<file path="config.mk">
export PLATFORM = sky130hd
export DESIGN_NAME = execute_stage
export DESIGN_NICKNAME = d
export VERILOG_FILES = /design/src/rtl/execute_stage.sv
export SDC_FILE = /design/constraint.sdc
export NUM_CORES = 2
export LEC_CHECK = 0
export CAP_MARGIN = 0
export CORE_MARGIN = 2
export CORE_UTILIZATION = 38
export CTS_BUF_LIST = sky130_fd_sc_hd__clkbuf_4 sky130_fd_sc_hd__clkbuf_8
export CTS_CLUSTER_DIAMETER = 80
export DETAILED_ROUTE_END_ITERATION = 10
export SLEW_MARGIN = 30
export SYNTH_ARGS = -nofsm -noshare
export SYNTH_HDL_FRONTEND = slang
export SYNTH_SLANG_ARGS = --single-unit
</file>
<file path="constraint.sdc">
create_clock -name clk -period 18.7 [get_ports clk]
set_input_delay 1.87 -clock clk [delete_from_list [all_inputs] [get_ports clk]]
set_output_delay 1.87 -clock clk [all_outputs]
set_load 0.01 [all_outputs]
</file>
<file path="src/rtl/execute_stage.sv">
// ============================================================================
//  Module   : execute_stage
//  Purpose  : EX stage of the 64-bit ARMv8-subset pipeline.
//             Forwarding muxes, ALU, branch-target adder, an iterative
//             multiplier that stalls the front end, and the EX/MEM register.
//  Revision : 1.0  initial release
// ============================================================================
`default_nettype none

module execute_stage #(
    parameter int MUL_BITS = 4
) (
    input  logic        clk,
    input  logic        reset,
    input  logic        RegWrite_EX,
    input  logic        Branch_EX,
    input  logic        Uncondbranch_EX,
    input  logic        MemRead_EX,
    input  logic        MemWrite_EX,
    input  logic        Mem2Reg_EX,
    input  logic        ALUSrc_EX,
    input  logic [3:0]  ALUctrl_EX,
    input  logic [4:0]  RD_EX,
    input  logic [63:0] RegOutA_EX,
    input  logic [63:0] RegOutB_EX,
    input  logic [63:0] SignExtImm_EX,
    input  logic [63:0] pc_EX,
    input  logic [1:0]  ForwardA,
    input  logic [1:0]  ForwardB,
    input  logic [63:0] WriteData_WB,
    input  logic        flush_EX,
    output logic        stall_EX,
    output logic        RegWrite_MEM,
    output logic        Branch_MEM,
    output logic        Uncondbranch_MEM,
    output logic        MemRead_MEM,
    output logic        MemWrite_MEM,
    output logic        Mem2Reg_MEM,
    output logic [4:0]  RD_MEM,
    output logic [63:0] ALUout_MEM,
    output logic [63:0] RegOutB_MEM,
    output logic [63:0] PCtarget_MEM,
    output logic [63:0] pc_MEM,
    output logic        ALUzero_MEM
);

    localparam int K     = 64 / MUL_BITS;
    localparam int CNT_W = (K > 1) ? $clog2(K) : 1;

    localparam logic [1:0] S_IDLE = 2'd0;
    localparam logic [1:0] S_BUSY = 2'd1;
    localparam logic [1:0] S_DONE = 2'd2;

    localparam logic [3:0] C_AND  = 4'b0000;
    localparam logic [3:0] C_OR   = 4'b0001;
    localparam logic [3:0] C_ADD  = 4'b0010;
    localparam logic [3:0] C_SUB  = 4'b0110;
    localparam logic [3:0] C_PASS = 4'b0111;
    localparam logic [3:0] C_MUL  = 4'b1000;
    localparam logic [3:0] C_LSL  = 4'b1001;
    localparam logic [3:0] C_LSR  = 4'b1010;

    logic [1:0]       r_state;
    logic [CNT_W-1:0] r_cnt;
    logic [63:0]      r_mul_a;
    logic [63:0]      r_mul_b;
    logic [63:0]      r_acc;

    logic [63:0] w_fwd_a;
    logic [63:0] w_fwd_b;
    logic [63:0] w_alu_b;
    logic [63:0] w_result;
    logic [63:0] w_pctarget;
    logic [63:0] w_partial;
    logic        w_mul_req;
    logic        w_stall;
    logic        w_bubble;

    always_comb begin
        w_fwd_a = RegOutA_EX;
        case (ForwardA)
            2'b10:   w_fwd_a = ALUout_MEM;
            2'b01:   w_fwd_a = WriteData_WB;
            default: w_fwd_a = RegOutA_EX;
        endcase
        w_fwd_b = RegOutB_EX;
        case (ForwardB)
            2'b10:   w_fwd_b = ALUout_MEM;
            2'b01:   w_fwd_b = WriteData_WB;
            default: w_fwd_b = RegOutB_EX;
        endcase
    end

    assign w_alu_b    = ALUSrc_EX ? SignExtImm_EX : w_fwd_b;
    assign w_pctarget = pc_EX + (SignExtImm_EX << 2);

    always_comb begin
        w_result = 64'd0;
        case (ALUctrl_EX)
            C_AND:   w_result = w_fwd_a & w_alu_b;
            C_OR:    w_result = w_fwd_a | w_alu_b;
            C_ADD:   w_result = w_fwd_a + w_alu_b;
            C_SUB:   w_result = w_fwd_a - w_alu_b;
            C_PASS:  w_result = w_alu_b;
            C_LSL:   w_result = w_fwd_a << w_alu_b[5:0];
            C_LSR:   w_result = w_fwd_a >> w_alu_b[5:0];
            C_MUL:   w_result = r_acc;
            default: w_result = 64'd0;
        endcase
    end

    // Stall is gated by flush (and reset) so a squashed MUL never holds the front end.
    assign w_mul_req = (ALUctrl_EX == C_MUL);
    assign w_stall   = !reset && !flush_EX &&
                       (((r_state == S_IDLE) && w_mul_req) || (r_state == S_BUSY));
    assign w_bubble  = w_stall || flush_EX;
    assign stall_EX  = w_stall;

    // A is pre-shifted each iteration, so each partial product lands in place.
    assign w_partial = r_mul_a * 64'(r_mul_b[MUL_BITS-1:0]);

    always_ff @(posedge clk or posedge reset) begin
        if (reset) begin
            r_state <= S_IDLE;
            r_cnt   <= '0;
            r_mul_a <= 64'd0;
            r_mul_b <= 64'd0;
            r_acc   <= 64'd0;
        end else if (flush_EX) begin
            r_state <= S_IDLE;
            r_cnt   <= '0;
        end else begin
            case (r_state)
                S_IDLE: begin
                    if (w_mul_req) begin
                        r_state <= S_BUSY;
                        r_cnt   <= '0;
                        r_mul_a <= w_fwd_a;
                        r_mul_b <= w_alu_b;
                        r_acc   <= 64'd0;
                    end
                end
                S_BUSY: begin
                    r_acc   <= r_acc + w_partial;
                    r_mul_a <= r_mul_a << MUL_BITS;
                    r_mul_b <= r_mul_b >> MUL_BITS;
                    r_cnt   <= r_cnt + CNT_W'(1);
                    if (r_cnt == CNT_W'(K - 1)) begin
                        r_state <= S_DONE;
                    end
                end
                S_DONE:  r_state <= S_IDLE;
                default: r_state <= S_IDLE;
            endcase
        end
    end

    always_ff @(posedge clk or posedge reset) begin
        if (reset) begin
            RegWrite_MEM     <= 1'b0;
            Branch_MEM       <= 1'b0;
            Uncondbranch_MEM <= 1'b0;
            MemRead_MEM      <= 1'b0;
            MemWrite_MEM     <= 1'b0;
            Mem2Reg_MEM      <= 1'b0;
            RD_MEM           <= 5'd0;
            ALUout_MEM       <= 64'd0;
            RegOutB_MEM      <= 64'd0;
            PCtarget_MEM     <= 64'd0;
            pc_MEM           <= 64'd0;
            ALUzero_MEM      <= 1'b0;
        end else if (w_bubble) begin
            RegWrite_MEM     <= 1'b0;
            Branch_MEM       <= 1'b0;
            Uncondbranch_MEM <= 1'b0;
            MemRead_MEM      <= 1'b0;
            MemWrite_MEM     <= 1'b0;
            Mem2Reg_MEM      <= 1'b0;
            RD_MEM           <= 5'd0;
            ALUout_MEM       <= 64'd0;
            RegOutB_MEM      <= 64'd0;
            PCtarget_MEM     <= 64'd0;
            pc_MEM           <= 64'd0;
            ALUzero_MEM      <= 1'b0;
        end else begin
            RegWrite_MEM     <= RegWrite_EX;
            Branch_MEM       <= Branch_EX;
            Uncondbranch_MEM <= Uncondbranch_EX;
            MemRead_MEM      <= MemRead_EX;
            MemWrite_MEM     <= MemWrite_EX;
            Mem2Reg_MEM      <= Mem2Reg_EX;
            RD_MEM           <= RD_EX;
            ALUout_MEM       <= w_result;
            RegOutB_MEM      <= w_fwd_b;
            PCtarget_MEM     <= w_pctarget;
            pc_MEM           <= pc_EX;
            ALUzero_MEM      <= (w_result == 64'd0);
        end
    end

endmodule

`default_nettype wire

</file>
==> flow_metrics.tcl <==
set metrics [dict create \
    initial_utilization 0.383 \
    synthesis.area_um2 46700 \
    min_path_type "reg -> reg" \
    clock_skew_ns 0.0839 \
    avgRoutedWirePerCell_um 39.7 \
    critPathMaxStageDelay_ns 0.59 \
    cts-htree-levels 3 \
    grt_pass1_vias 52500 \
    finalSetupTns_ns 0 \
    power.total_w 0.00615 \
    max_freq_ghz 0.0909 \
    post-route-period-util 0.588 \
    gp_congestion 1.13 \
    area_growth_pct 22.9 \
    synthFlopType "dfrtp_1" \
    postCtsSetupRepairBufs 0 \
    cts_tree "yes" \
    rsz0062_at_grt "no" \
    period_needed_ns 11.00 \
    num_vias 55200 \
    crit_fanout 40 \
    worstSetupEndpointType "flip-flop" \
    clk_pin_slew_ns 0.06 \
    worstSkewPairLatency_ns 0.89 \
    final_cell_mix "nand2_1, clkdlybuf4s50_1, o21ai_0" \
    violations "DRC" \
    pin_count 612 \
    synth_edf_count 0 \
    placed_cell_area_um2 55200 \
    ant_nets 0 \
    path_class "in -> reg" \
    syn_area_per_cell_um2 7.82 \
    synth_area_leaders "dfrtp_1, fa_1, o21ai_0, ha_1, nand2_1" \
    vdd_drop_max_mv 0.0989 \
    setup_ws_ns 7.70 \
    synth-seq-cells 464 \
    drt-pass1-iter-count 11 \
    drive_above_1_share 0.0826 \
    detailedPlace.worstSlack_ns 7.12 \
    synth_top_area_share 0.249 \
    die_area_um2 126000 \
    clock_path_buffers 3 \
    fp.dieH_um 354 \
    cts_hold_buffers 0 \
    globalRouteTotalUtil 0.505 \
    antenna_found_initial 57 \
    setup_viol 0 \
    worstPathArrival_ns 11.74 \
    cellPowerDensity_nw_per_um2 107 \
    p_leak_nw 25.6 \
    rows 128 \
    n_fill_cell 12300 \
    cap_violations 0 \
    tightestPinTransition_ns 1.19 \
    first_iter_violations 9072 \
    yosysSeqAreaShare 0.249 \
    synth.distinct_cells 85 \
    critPathRequiredTime_ns 19.44 \
    fin_area_um2 57300 \
    synth_nets 6707 \
    drcViolationCount 14 \
    cts_buffers 90 \
    synth_cells 5965 \
    clkSinkCount 464 \
    critPathSlowestCell "clkdlybuf4s50_1" \
    wl_um 326000 \
    grt_pass1_wl_um 439000 \
    hold_viol 0 \
    max-slew-margin-rel 0.201 \
    clockRootBuffer "clkbuf_8" \
    cp-start-kind "input pin" \
    slew_violations 0 \
    gr-total-overflow 0 \
    num-nets-final 7234 \
    status "finished, violations left" \
    final_common_cell "nand2_1" \
    portBuffers 611 \
    cp_common_cell "nor2_1" \
    grt_max_degree 231 \
    fp.dieW_um 354 \
    core_area_um2 122000 \
    synth_warnings 0 \
    synth_top_area_cell "dfrtp_1" \
    viasPerCell 6.72 \
    ys_async_sr_fraction 1.00 \
    hpwl_um 258000 \
    cts-resized-gates 0 \
]
synth_stat cells, types with 20 or more instances:
cell type,n
a211oi_1,63
a21o_1,116
a21oi_1,464
a221o_1,67
a221oi_1,61
a222oi_1,30
a22oi_1,100
a31oi_1,36
and2_1,168
and3_1,25
buf_1,38
buf_2,52
clkbuf_1,296
dfrtp_1,464
fa_1,184
ha_1,215
inv_1,277
mux2_2,31
mux2i_1,197
nand2_1,701
nand2b_1,33
nand3_1,75
nand4_1,60
nor2_1,567
nor2b_1,45
nor3_1,114
nor4_1,20
o211ai_1,39
o21a_1,59
o21ai_0,574
o21ai_1,56
o21bai_1,27
o221ai_1,32
o22ai_1,194
o31ai_1,45
or3_1,21
xnor2_1,124
xor2_1,94
state kept, by name, summed over array words and instances, names as in the netlist:
signal / flops
Mem2Reg_MEM: 1
Uncondbranch_MEM: 1
r_mul_b: 64
r_mul_a: 64
Branch_MEM: 1
ALUout_MEM: 64
pc_MEM: 64
r_state: 2
RD_MEM: 5
RegWrite_MEM: 1
r_acc: 64
r_cnt: 4
RegOutB_MEM: 64
MemRead_MEM: 1
PCtarget_MEM: 62
ALUzero_MEM: 1
MemWrite_MEM: 1
per-layer routing:
| metal | GRT usage | part of all wire |
|---|---|---|
| met1 | 0.592 | 0.36 |
| met4 | 0.434 | 0.11 |
| met5 | 0.00302 | 0.0011 |
| met3 | 0.207 | 0.13 |
| met2 | 0.710 | 0.40 |
worst paths after layout:
path / to / cells after the start / startpoint / slack (ns)
worst min-delay path: r_mul_b[20] / 2 / r_mul_b[20] / 0.48
worst max register to register: ALUzero_MEM / 22 / ALUout_MEM[0] / 9.54
worst min register to register: r_mul_b[20] / 2 / r_mul_b[20] / 0.48
min in group asynchronous: r_mul_b[20] / 2 / reset / 1.60
max in group asynchronous: ALUout_MEM[35] / 6 / reset / 14.05
worst max-delay path: ALUzero_MEM / 33 / ForwardB[1] / 7.70
cells by family after synthesis:
family,share of synthesized area
DFF,0.249
and+or+nand+nor,0.181
buffers and inverters,0.0585
xor gates and xnor gates,0.0409
adders and majority gates,0.137
AOI/OAI and AO/OA,0.283
muxes,0.0502
cell type report:
cell class / count / area [µm²] / area share
diodes: 32 / 80.1 / 0.00140
multi-input cells: 4816 / 32800 / 0.571
flip-flops and latches: 464 / 11600 / 0.203
inverters: 281 / 1060 / 0.0186
repair buffers: 839 / 7870 / 0.137
well taps: 1625 / 2030 / 0.0355
clock inverters: 25 / 231 / 0.00404
clock buffers: 137 / 1700 / 0.0296
power breakdown:
group	internal (W)	switching, W	total (W)
registers	0.00118	0.000310	0.00149
clock network	0.000613	0.000533	0.00115
logic	0.00118	0.00233	0.00352
total	0.00297	0.00318	0.00615
worst max-delay path, delay by kind of cell:
kind	cells	cell delay [ns]
AOI/OAI and AO/OA	10	2.95
xor gates and xnor gates	2	0.36
adders and majority gates	3	1.10
buffers and inverters	6	2.00
and+or+nand+nor	12	3.35
stage by stage:
step           hold WS, ns  instances  utilization
2_1_floorplan        0.449       5965            -
3_3_place_gp         0.463       8015        0.452
3_5_place_dp         0.471       8019        0.453
4_1_cts              0.484       8181        0.469
5_1_grt              0.521       8198        0.470
6_report             0.483       8219        0.471
Power figures use the tool's default switching activity.
